**config.mk**
```make
export PLATFORM = sky130hd
export DESIGN_NAME = main_control_fsm_flat
export DESIGN_NICKNAME = d
export VERILOG_FILES = /design/src/rtl/main_control_fsm_if.sv /design/src/rtl/main_control_fsm.sv /design/src/flat_wrapper.sv
export SDC_FILE = /design/constraint.sdc
export NUM_CORES = 1
export LEC_CHECK = 0
export CORE_ASPECT_RATIO = 1.75
export CORE_MARGIN = 1
export CORE_UTILIZATION = 39
export CTS_CLUSTER_DIAMETER = 40
export DETAILED_ROUTE_END_ITERATION = 7
export DONT_BUFFER_PORTS = 1
export PLACE_DENSITY_LB_ADDON = 0.12
export SETUP_SLACK_MARGIN = 0.15
export SYNTH_ARGS = -nofsm -noshare
export SYNTH_HDL_FRONTEND = slang
export SYNTH_SLANG_ARGS = --single-unit
```
**constraint.sdc**
```tcl
create_clock -name clk -period 2.7 [get_ports clk]
set_input_delay 0.135 -clock clk [delete_from_list [all_inputs] [get_ports clk]]
set_output_delay 0.135 -clock clk [all_outputs]
set_load 0.005 [all_outputs]
```
**src/rtl/main_control_fsm_if.sv**
```systemverilog
// rtl/main_control_fsm_if.sv - control-unit <-> datapath/memory signal bundle
interface main_control_fsm_if #(
  parameter int CNT_W = 16
);
  logic             start;
  logic [3:0]       opcode;
  logic             zero;
  logic             mem_ready;
  logic [1:0]       alu_op;
  logic             alu_src_a;
  logic [1:0]       alu_src_b;
  logic             pc_write;
  logic             pc_write_cond;
  logic [1:0]       pc_src;
  logic             ir_write;
  logic             mem_req;
  logic             mem_we;
  logic             i_or_d;
  logic             reg_write;
  logic [1:0]       reg_dst;
  logic [1:0]       mem_to_reg;
  logic [CNT_W-1:0] retired;
  logic             halted;
  logic             fault;

  // Controller side
  modport master (
    input  start, opcode, zero, mem_ready,
    output alu_op, alu_src_a, alu_src_b, pc_write, pc_write_cond, pc_src,
           ir_write, mem_req, mem_we, i_or_d, reg_write, reg_dst, mem_to_reg,
           retired, halted, fault
  );

  // Datapath / memory side
  modport slave (
    output start, opcode, zero, mem_ready,
    input  alu_op, alu_src_a, alu_src_b, pc_write, pc_write_cond, pc_src,
           ir_write, mem_req, mem_we, i_or_d, reg_write, reg_dst, mem_to_reg,
           retired, halted, fault
  );
endinterface

```
**src/rtl/main_control_fsm.sv**
```systemverilog
// rtl/main_control_fsm.sv - multi-cycle main control FSM for the 16-bit processor
module main_control_fsm #(
  parameter int MEM_TIMEOUT = 15,
  parameter int CNT_W       = 16
) (
  input logic                clk,
  input logic                rst_n,
  main_control_fsm_if.master bus
);

  typedef enum logic [3:0] {
    st_idle, st_fetch, st_decode, st_exec_r, st_wb_r, st_exec_i, st_wb_i,
    st_mem_addr, st_mem_acc, st_wb_mem, st_branch, st_jump, st_halt, st_fault
  } state_t;

  // Registered Moore controls; pc_write here only covers the jump load
  typedef struct packed {
    logic [1:0] alu_op;
    logic       alu_src_a;
    logic [1:0] alu_src_b;
    logic       pc_write;
    logic [1:0] pc_src;
    logic       mem_req;
    logic       mem_we;
    logic       i_or_d;
    logic       reg_write;
    logic [1:0] reg_dst;
    logic [1:0] mem_to_reg;
    logic       halted;
    logic       fault;
  } ctl_t;

  localparam logic [7:0] wait_last = 8'(MEM_TIMEOUT - 1);

  state_t           state_q, state_d;
  ctl_t             ctl_q;
  logic [7:0]       wait_q;
  logic [CNT_W-1:0] retired_q;
  logic             retire, in_mem, timeout, fetch_done;

  // Control word for a state; opcode is stable from DECODE onward
  function automatic ctl_t decode(input state_t s, input logic [3:0] op);
    ctl_t c;
    c = '0;
    case (s)
      st_fetch: begin
        c.mem_req   = 1'b1;
        c.alu_src_b = 2'd1;
      end
      st_decode:   c.alu_src_b = 2'd3;
      st_exec_r: begin
        c.alu_src_a = 1'b1;
        c.alu_op    = 2'd2;
      end
      st_wb_r: begin
        c.reg_write = 1'b1;
        c.reg_dst   = 2'd1;
      end
      st_exec_i: begin
        c.alu_src_a = 1'b1;
        c.alu_src_b = 2'd2;
        c.alu_op    = (op == 4'h6) ? 2'd3 : 2'd0;
      end
      st_wb_i:     c.reg_write = 1'b1;
      st_mem_addr: begin
        c.alu_src_a = 1'b1;
        c.alu_src_b = 2'd2;
      end
      st_mem_acc: begin
        c.mem_req = 1'b1;
        c.i_or_d  = 1'b1;
        c.mem_we  = (op == 4'h3);
      end
      st_wb_mem: begin
        c.reg_write  = 1'b1;
        c.mem_to_reg = 2'd1;
      end
      st_branch: begin
        c.alu_src_a = 1'b1;
        c.alu_op    = 2'd1;
        c.pc_src    = 2'd1;
      end
      st_jump: begin
        c.pc_write = 1'b1;
        c.pc_src   = 2'd2;
        if (op == 4'h8) begin
          c.reg_write  = 1'b1;
          c.reg_dst    = 2'd2;
          c.mem_to_reg = 2'd2;
        end
      end
      st_halt:     c.halted = 1'b1;
      st_fault:    c.fault  = 1'b1;
      default:     c = '0;
    endcase
    return c;
  endfunction

  // Next state, retirement and memory-timeout detection
  always_comb begin
    state_d = state_q;
    retire  = 1'b0;
    in_mem  = (state_q == st_fetch) || (state_q == st_mem_acc);
    timeout = in_mem && !bus.mem_ready && (wait_q == wait_last);
    case (state_q)
      st_idle:     if (bus.start) state_d = st_fetch;
      st_fetch: begin
        if (bus.mem_ready)  state_d = st_decode;
        else if (timeout)   state_d = st_fault;
      end
      st_decode: begin
        case (bus.opcode)
          4'h0:       state_d = st_exec_r;
          4'h1, 4'h6: state_d = st_exec_i;
          4'h2, 4'h3: state_d = st_mem_addr;
          4'h4, 4'h5: state_d = st_branch;
          4'h7, 4'h8: state_d = st_jump;
          4'hf:       state_d = st_halt;
          default:    state_d = st_fault;
        endcase
      end
      st_exec_r:   state_d = st_wb_r;
      st_exec_i:   state_d = st_wb_i;
      st_mem_addr: state_d = st_mem_acc;
      st_mem_acc: begin
        if (bus.mem_ready) begin
          if (bus.opcode == 4'h3) begin
            state_d = st_fetch;
            retire  = 1'b1;
          end else begin
            state_d = st_wb_mem;
          end
        end else if (timeout) begin
          state_d = st_fault;
        end
      end
      st_wb_r, st_wb_i, st_wb_mem, st_branch, st_jump: begin
        state_d = st_fetch;
        retire  = 1'b1;
      end
      default:     state_d = state_q;
    endcase
  end

  // State, registered controls, wait counter and retired counter
  always_ff @(posedge clk or negedge rst_n) begin
    if (!rst_n) begin
      state_q   <= st_idle;
      ctl_q     <= '0;
      wait_q    <= '0;
      retired_q <= '0;
    end else begin
      state_q <= state_d;
      ctl_q   <= decode(state_d, bus.opcode);
      if (state_d != state_q)
        wait_q <= '0;
      else if (in_mem && !bus.mem_ready)
        wait_q <= wait_q + 8'd1;
      if (retire)
        retired_q <= retired_q + 1'b1;
    end
  end

  // Handshake-qualified strobes must react to mem_ready/zero in the same cycle
  assign fetch_done        = (state_q == st_fetch) && bus.mem_ready;
  assign bus.ir_write      = fetch_done;
  assign bus.pc_write      = ctl_q.pc_write || fetch_done;
  assign bus.pc_write_cond = (state_q == st_branch) &&
                             (bus.opcode[0] ? !bus.zero : bus.zero);

  assign bus.alu_op     = ctl_q.alu_op;
  assign bus.alu_src_a  = ctl_q.alu_src_a;
  assign bus.alu_src_b  = ctl_q.alu_src_b;
  assign bus.pc_src     = ctl_q.pc_src;
  assign bus.mem_req    = ctl_q.mem_req;
  assign bus.mem_we     = ctl_q.mem_we;
  assign bus.i_or_d     = ctl_q.i_or_d;
  assign bus.reg_write  = ctl_q.reg_write;
  assign bus.reg_dst    = ctl_q.reg_dst;
  assign bus.mem_to_reg = ctl_q.mem_to_reg;
  assign bus.halted     = ctl_q.halted;
  assign bus.fault      = ctl_q.fault;
  assign bus.retired    = retired_q;

endmodule

```
**src/flat_wrapper.sv**
```systemverilog
// flat-port wrapper written by rule: the top's interface ports become plain ports
module main_control_fsm_flat 
#(
  parameter int MEM_TIMEOUT = 15,
  parameter int CNT_W       = 16
)
  (clk, rst_n, bus_start, bus_opcode, bus_zero, bus_mem_ready, bus_alu_op, bus_alu_src_a, bus_alu_src_b, bus_pc_write, bus_pc_write_cond, bus_pc_src, bus_ir_write, bus_mem_req, bus_mem_we, bus_i_or_d, bus_reg_write, bus_reg_dst, bus_mem_to_reg, bus_retired, bus_halted, bus_fault);
  main_control_fsm_if #(.CNT_W(CNT_W)) bus_i ();
  input logic clk;
  input logic rst_n;
  input wire logic [$bits(bus_i.start)-1:0] bus_start;
  input wire logic [$bits(bus_i.opcode)-1:0] bus_opcode;
  input wire logic [$bits(bus_i.zero)-1:0] bus_zero;
  input wire logic [$bits(bus_i.mem_ready)-1:0] bus_mem_ready;
  output wire logic [$bits(bus_i.alu_op)-1:0] bus_alu_op;
  output wire logic [$bits(bus_i.alu_src_a)-1:0] bus_alu_src_a;
  output wire logic [$bits(bus_i.alu_src_b)-1:0] bus_alu_src_b;
  output wire logic [$bits(bus_i.pc_write)-1:0] bus_pc_write;
  output wire logic [$bits(bus_i.pc_write_cond)-1:0] bus_pc_write_cond;
  output wire logic [$bits(bus_i.pc_src)-1:0] bus_pc_src;
  output wire logic [$bits(bus_i.ir_write)-1:0] bus_ir_write;
  output wire logic [$bits(bus_i.mem_req)-1:0] bus_mem_req;
  output wire logic [$bits(bus_i.mem_we)-1:0] bus_mem_we;
  output wire logic [$bits(bus_i.i_or_d)-1:0] bus_i_or_d;
  output wire logic [$bits(bus_i.reg_write)-1:0] bus_reg_write;
  output wire logic [$bits(bus_i.reg_dst)-1:0] bus_reg_dst;
  output wire logic [$bits(bus_i.mem_to_reg)-1:0] bus_mem_to_reg;
  output wire logic [$bits(bus_i.retired)-1:0] bus_retired;
  output wire logic [$bits(bus_i.halted)-1:0] bus_halted;
  output wire logic [$bits(bus_i.fault)-1:0] bus_fault;
  assign bus_i.start = bus_start;
  assign bus_i.opcode = bus_opcode;
  assign bus_i.zero = bus_zero;
  assign bus_i.mem_ready = bus_mem_ready;
  assign bus_alu_op = bus_i.alu_op;
  assign bus_alu_src_a = bus_i.alu_src_a;
  assign bus_alu_src_b = bus_i.alu_src_b;
  assign bus_pc_write = bus_i.pc_write;
  assign bus_pc_write_cond = bus_i.pc_write_cond;
  assign bus_pc_src = bus_i.pc_src;
  assign bus_ir_write = bus_i.ir_write;
  assign bus_mem_req = bus_i.mem_req;
  assign bus_mem_we = bus_i.mem_we;
  assign bus_i_or_d = bus_i.i_or_d;
  assign bus_reg_write = bus_i.reg_write;
  assign bus_reg_dst = bus_i.reg_dst;
  assign bus_mem_to_reg = bus_i.mem_to_reg;
  assign bus_retired = bus_i.retired;
  assign bus_halted = bus_i.halted;
  assign bus_fault = bus_i.fault;
  main_control_fsm #(.MEM_TIMEOUT(MEM_TIMEOUT), .CNT_W(CNT_W)) u_core (.clk(clk), .rst_n(rst_n), .bus(bus_i));
endmodule
```
==> impl_metrics.toml <==
[timing]
max_clock_freq_mhz = 424
setup-tns-final_ns = 0
setup_violations = 0
skew_ns = 0.0105
worstMarginPinSlew_ns = 0.529
min_period_over_period = 0.874
drv_slew = 0
max_slew_margin = 0.647
period_needed_ns = 2.36
hold_viol = 0
worst_hold_slack_ns = 0.0382
rsz0062_at_grt = "false"

[cts]
clkTransAtPathRegs_ns = 0.09
cts_tree = "built"
cts_resized = 0
cts_setup_buffers = 0
clk_latency_ns = 0.31
cts_root_buffer = "clkbuf_8"
cts.sinks = 45
htree_levels = 2
ctsHoldBuffers = 2
cts_made_buffers = 5
clock_path_buffers = 2

[power]
peakVddDrop_uv = 335
total_power_mw = 2.42
power_leakage_nw = 1.04
powerDensity_mw_per_mm2 = 924

[yosys]
ys.flop_type = "dfrtp_1"
ys_types = 57
syn_avg_cell_area_um2 = 10.5
ys_seq_elements = 45
syn_inst = 238
syn-cell-area_mm2 = 0.00250
ys_seq_area_frac = 0.451
yosysWarnings = 0
synth.net_count = 250
async_flop_share = 1.00
synth_edf_count = 0

[place]
dp_hpwl_um = 3940
portBuffers = 0
placed_cell_area_mm2 = 0.00248
gp_congestion = 0.805

[critical_path]
r2r_setup_slack_ns = 0.34
r2r-start = "u_core.state_q[3]$_DFF_PN0_"
cp-end-kind = "flop"
cp.arrival_ns = 2.57
reg2reg_to = "u_core.bus.mem_we$_DFF_PN0_"
crit_required_ns = 2.91
cp_max_fo = 17
critPathKind = "flop to flop"
start_kind = "flop"
reg2reg_depth = 6

[grt]
grt_pass1_vias = 1777
grt_max_degree = 46
antenna_found_initial = 0
gr-total-overflow = 0
grt_pass1_wl_um = 9050
grtUsageTotal = 0.173

[drt]
drc = 0
wire_per_inst_um = 17.1
firstDrtPassIters = 4
dr.first_iter.drc_count = 96
viasPerCell = 5.53
wl_um = 5390
antenna_left = 0
via_count = 1741

[layout]
diodes = 0
drive_above_1_share = 0.140
largest_register_ffs = 16
final_common_cell = "dfrtp_1"
final.fill_count = 617
area_delta_synth_final_pct = 4.66
fin_area_mm2 = 0.00262
nNetsFinal = 246
most-common-layout-cells = "dfrtp_1, nor3_1, nand2_1, xor2_1, nor2_1"

[floorplan]
die_area_mm2 = 0.00674
die_y_um = 108
core_mm2 = 0.00618
start_util = 0.404
fp.dieW_um = 62.5
io_pins = 45
rows = 38

[flow_run]
max_cap_violations = 0

[worst_hold_path]
min_path_cells = 2
hold_path_class = "input pin to flop"
hold_path_end = "u_core.bus.mem_to_reg[1]$_DFF_PN0_"
holdCritStartpoint = "bus_opcode[0]"

[outcome]
status = "finished clean"
[worst max-delay path by stage]
stage | start | endpoint | slack [ns]
2_1_floorplan | u_core.wait_q[0]$_DFFE_PN0P_ | u_core.bus.alu_op[1]$_DFF_PN0_ | 0.67
3_3_place_gp | u_core.state_q[3]$_DFF_PN0_ | u_core.bus.mem_we$_DFF_PN0_ | 0.39
4_1_cts | u_core.state_q[3]$_DFF_PN0_ | u_core.bus.mem_we$_DFF_PN0_ | 0.34
6_report | u_core.state_q[3]$_DFF_PN0_ | u_core.bus.mem_we$_DFF_PN0_ | 0.34
5_1_grt | u_core.state_q[3]$_DFF_PN0_ | u_core.bus.mem_we$_DFF_PN0_ | 0.21
3_5_place_dp | u_core.state_q[3]$_DFF_PN0_ | u_core.bus.mem_we$_DFF_PN0_ | 0.39
[power breakdown]
part	switching [mW]	leakage (nW)	total (mW)	internal (mW)
clock	0.255	0.0447	0.442	0.187
combinational	0.569	0.440	0.960	0.391
sequential	0.199	0.555	1.01	0.815
total	1.02	1.04	2.42	1.39
[metal layers]
| layer | up-vias | part of all wire | global-route usage | routed length [µm] |
|---|---|---|---|---|
| li1 | 847 | - | - | - |
| met1 | 861 | 0.41 | 0.196 | 2200 |
| met2 | 29 | 0.56 | 0.322 | 3040 |
| met3 | 4 | 0.015 | 0.0212 | 83 |
| met4 | 0 | 0.013 | 0.0698 | 68 |
| met5 | - | 0 | 0 | 0 |
[cell usage after synthesis (all sizes together), types with 5 or more instances]
master   n  area [µm²]
a21oi    5        28.8
and3     5        31.3
buf     17         135
dfrtp   45        1130
inv      5        18.8
nand2   15        56.3
nand2b   8        50.1
nand3    9        45.0
nor2    11        41.3
nor3    15        75.1
nor4     9        56.3
o21ai    8        40.0
xnor2    9        78.8
xor2    15         131
[cell families (layout without fill, tap and decap cells)]
logic type / Yosys count / count (layout) / synth area share
simple gates: 101 / 101 / 0.242
xor+xnor: 24 / 24 / 0.0841
buf+inv: 25 / 22 / 0.0746
mux: 2 / 2 / 0.00901
fa+ha+maj: 3 / 3 / 0.0150
flops: 45 / 45 / 0.451
compound gates: 38 / 38 / 0.125
[critical path: stages, from the launching register on]
cell and delay [ns]:
dfrtp_1 0.68, and2b_2 0.33, o21ai_1 0.31, o211a_1 0.30, inv_1 0.11, or2_1 0.31, nor4b_2 0.23
[through the flow]
stage / utilization / setup WS, ns / std cells
after floorplan: - / 0.669 / 238
after global placement: 0.402 / 0.392 / 305
after detailed placement: 0.402 / 0.388 / 305
after CTS: 0.423 / 0.340 / 315
after global routing: 0.423 / 0.207 / 315
final: 0.423 / 0.339 / 315
[layout make-up]
class                           count  area (µm²)  area share
Sequential cell                    45        1130       0.431
Inverter                            5        18.8     0.00718
Clock buffer                        5        68.8      0.0263
Multi-Input combinational cell    168        1190       0.454
Timing Repair Buffer                9        90.1      0.0344
Tap cell                           80         100      0.0383
Clock inverter                      3        25.0     0.00957
No activity file was read; power rests on OpenSTA's default activity.
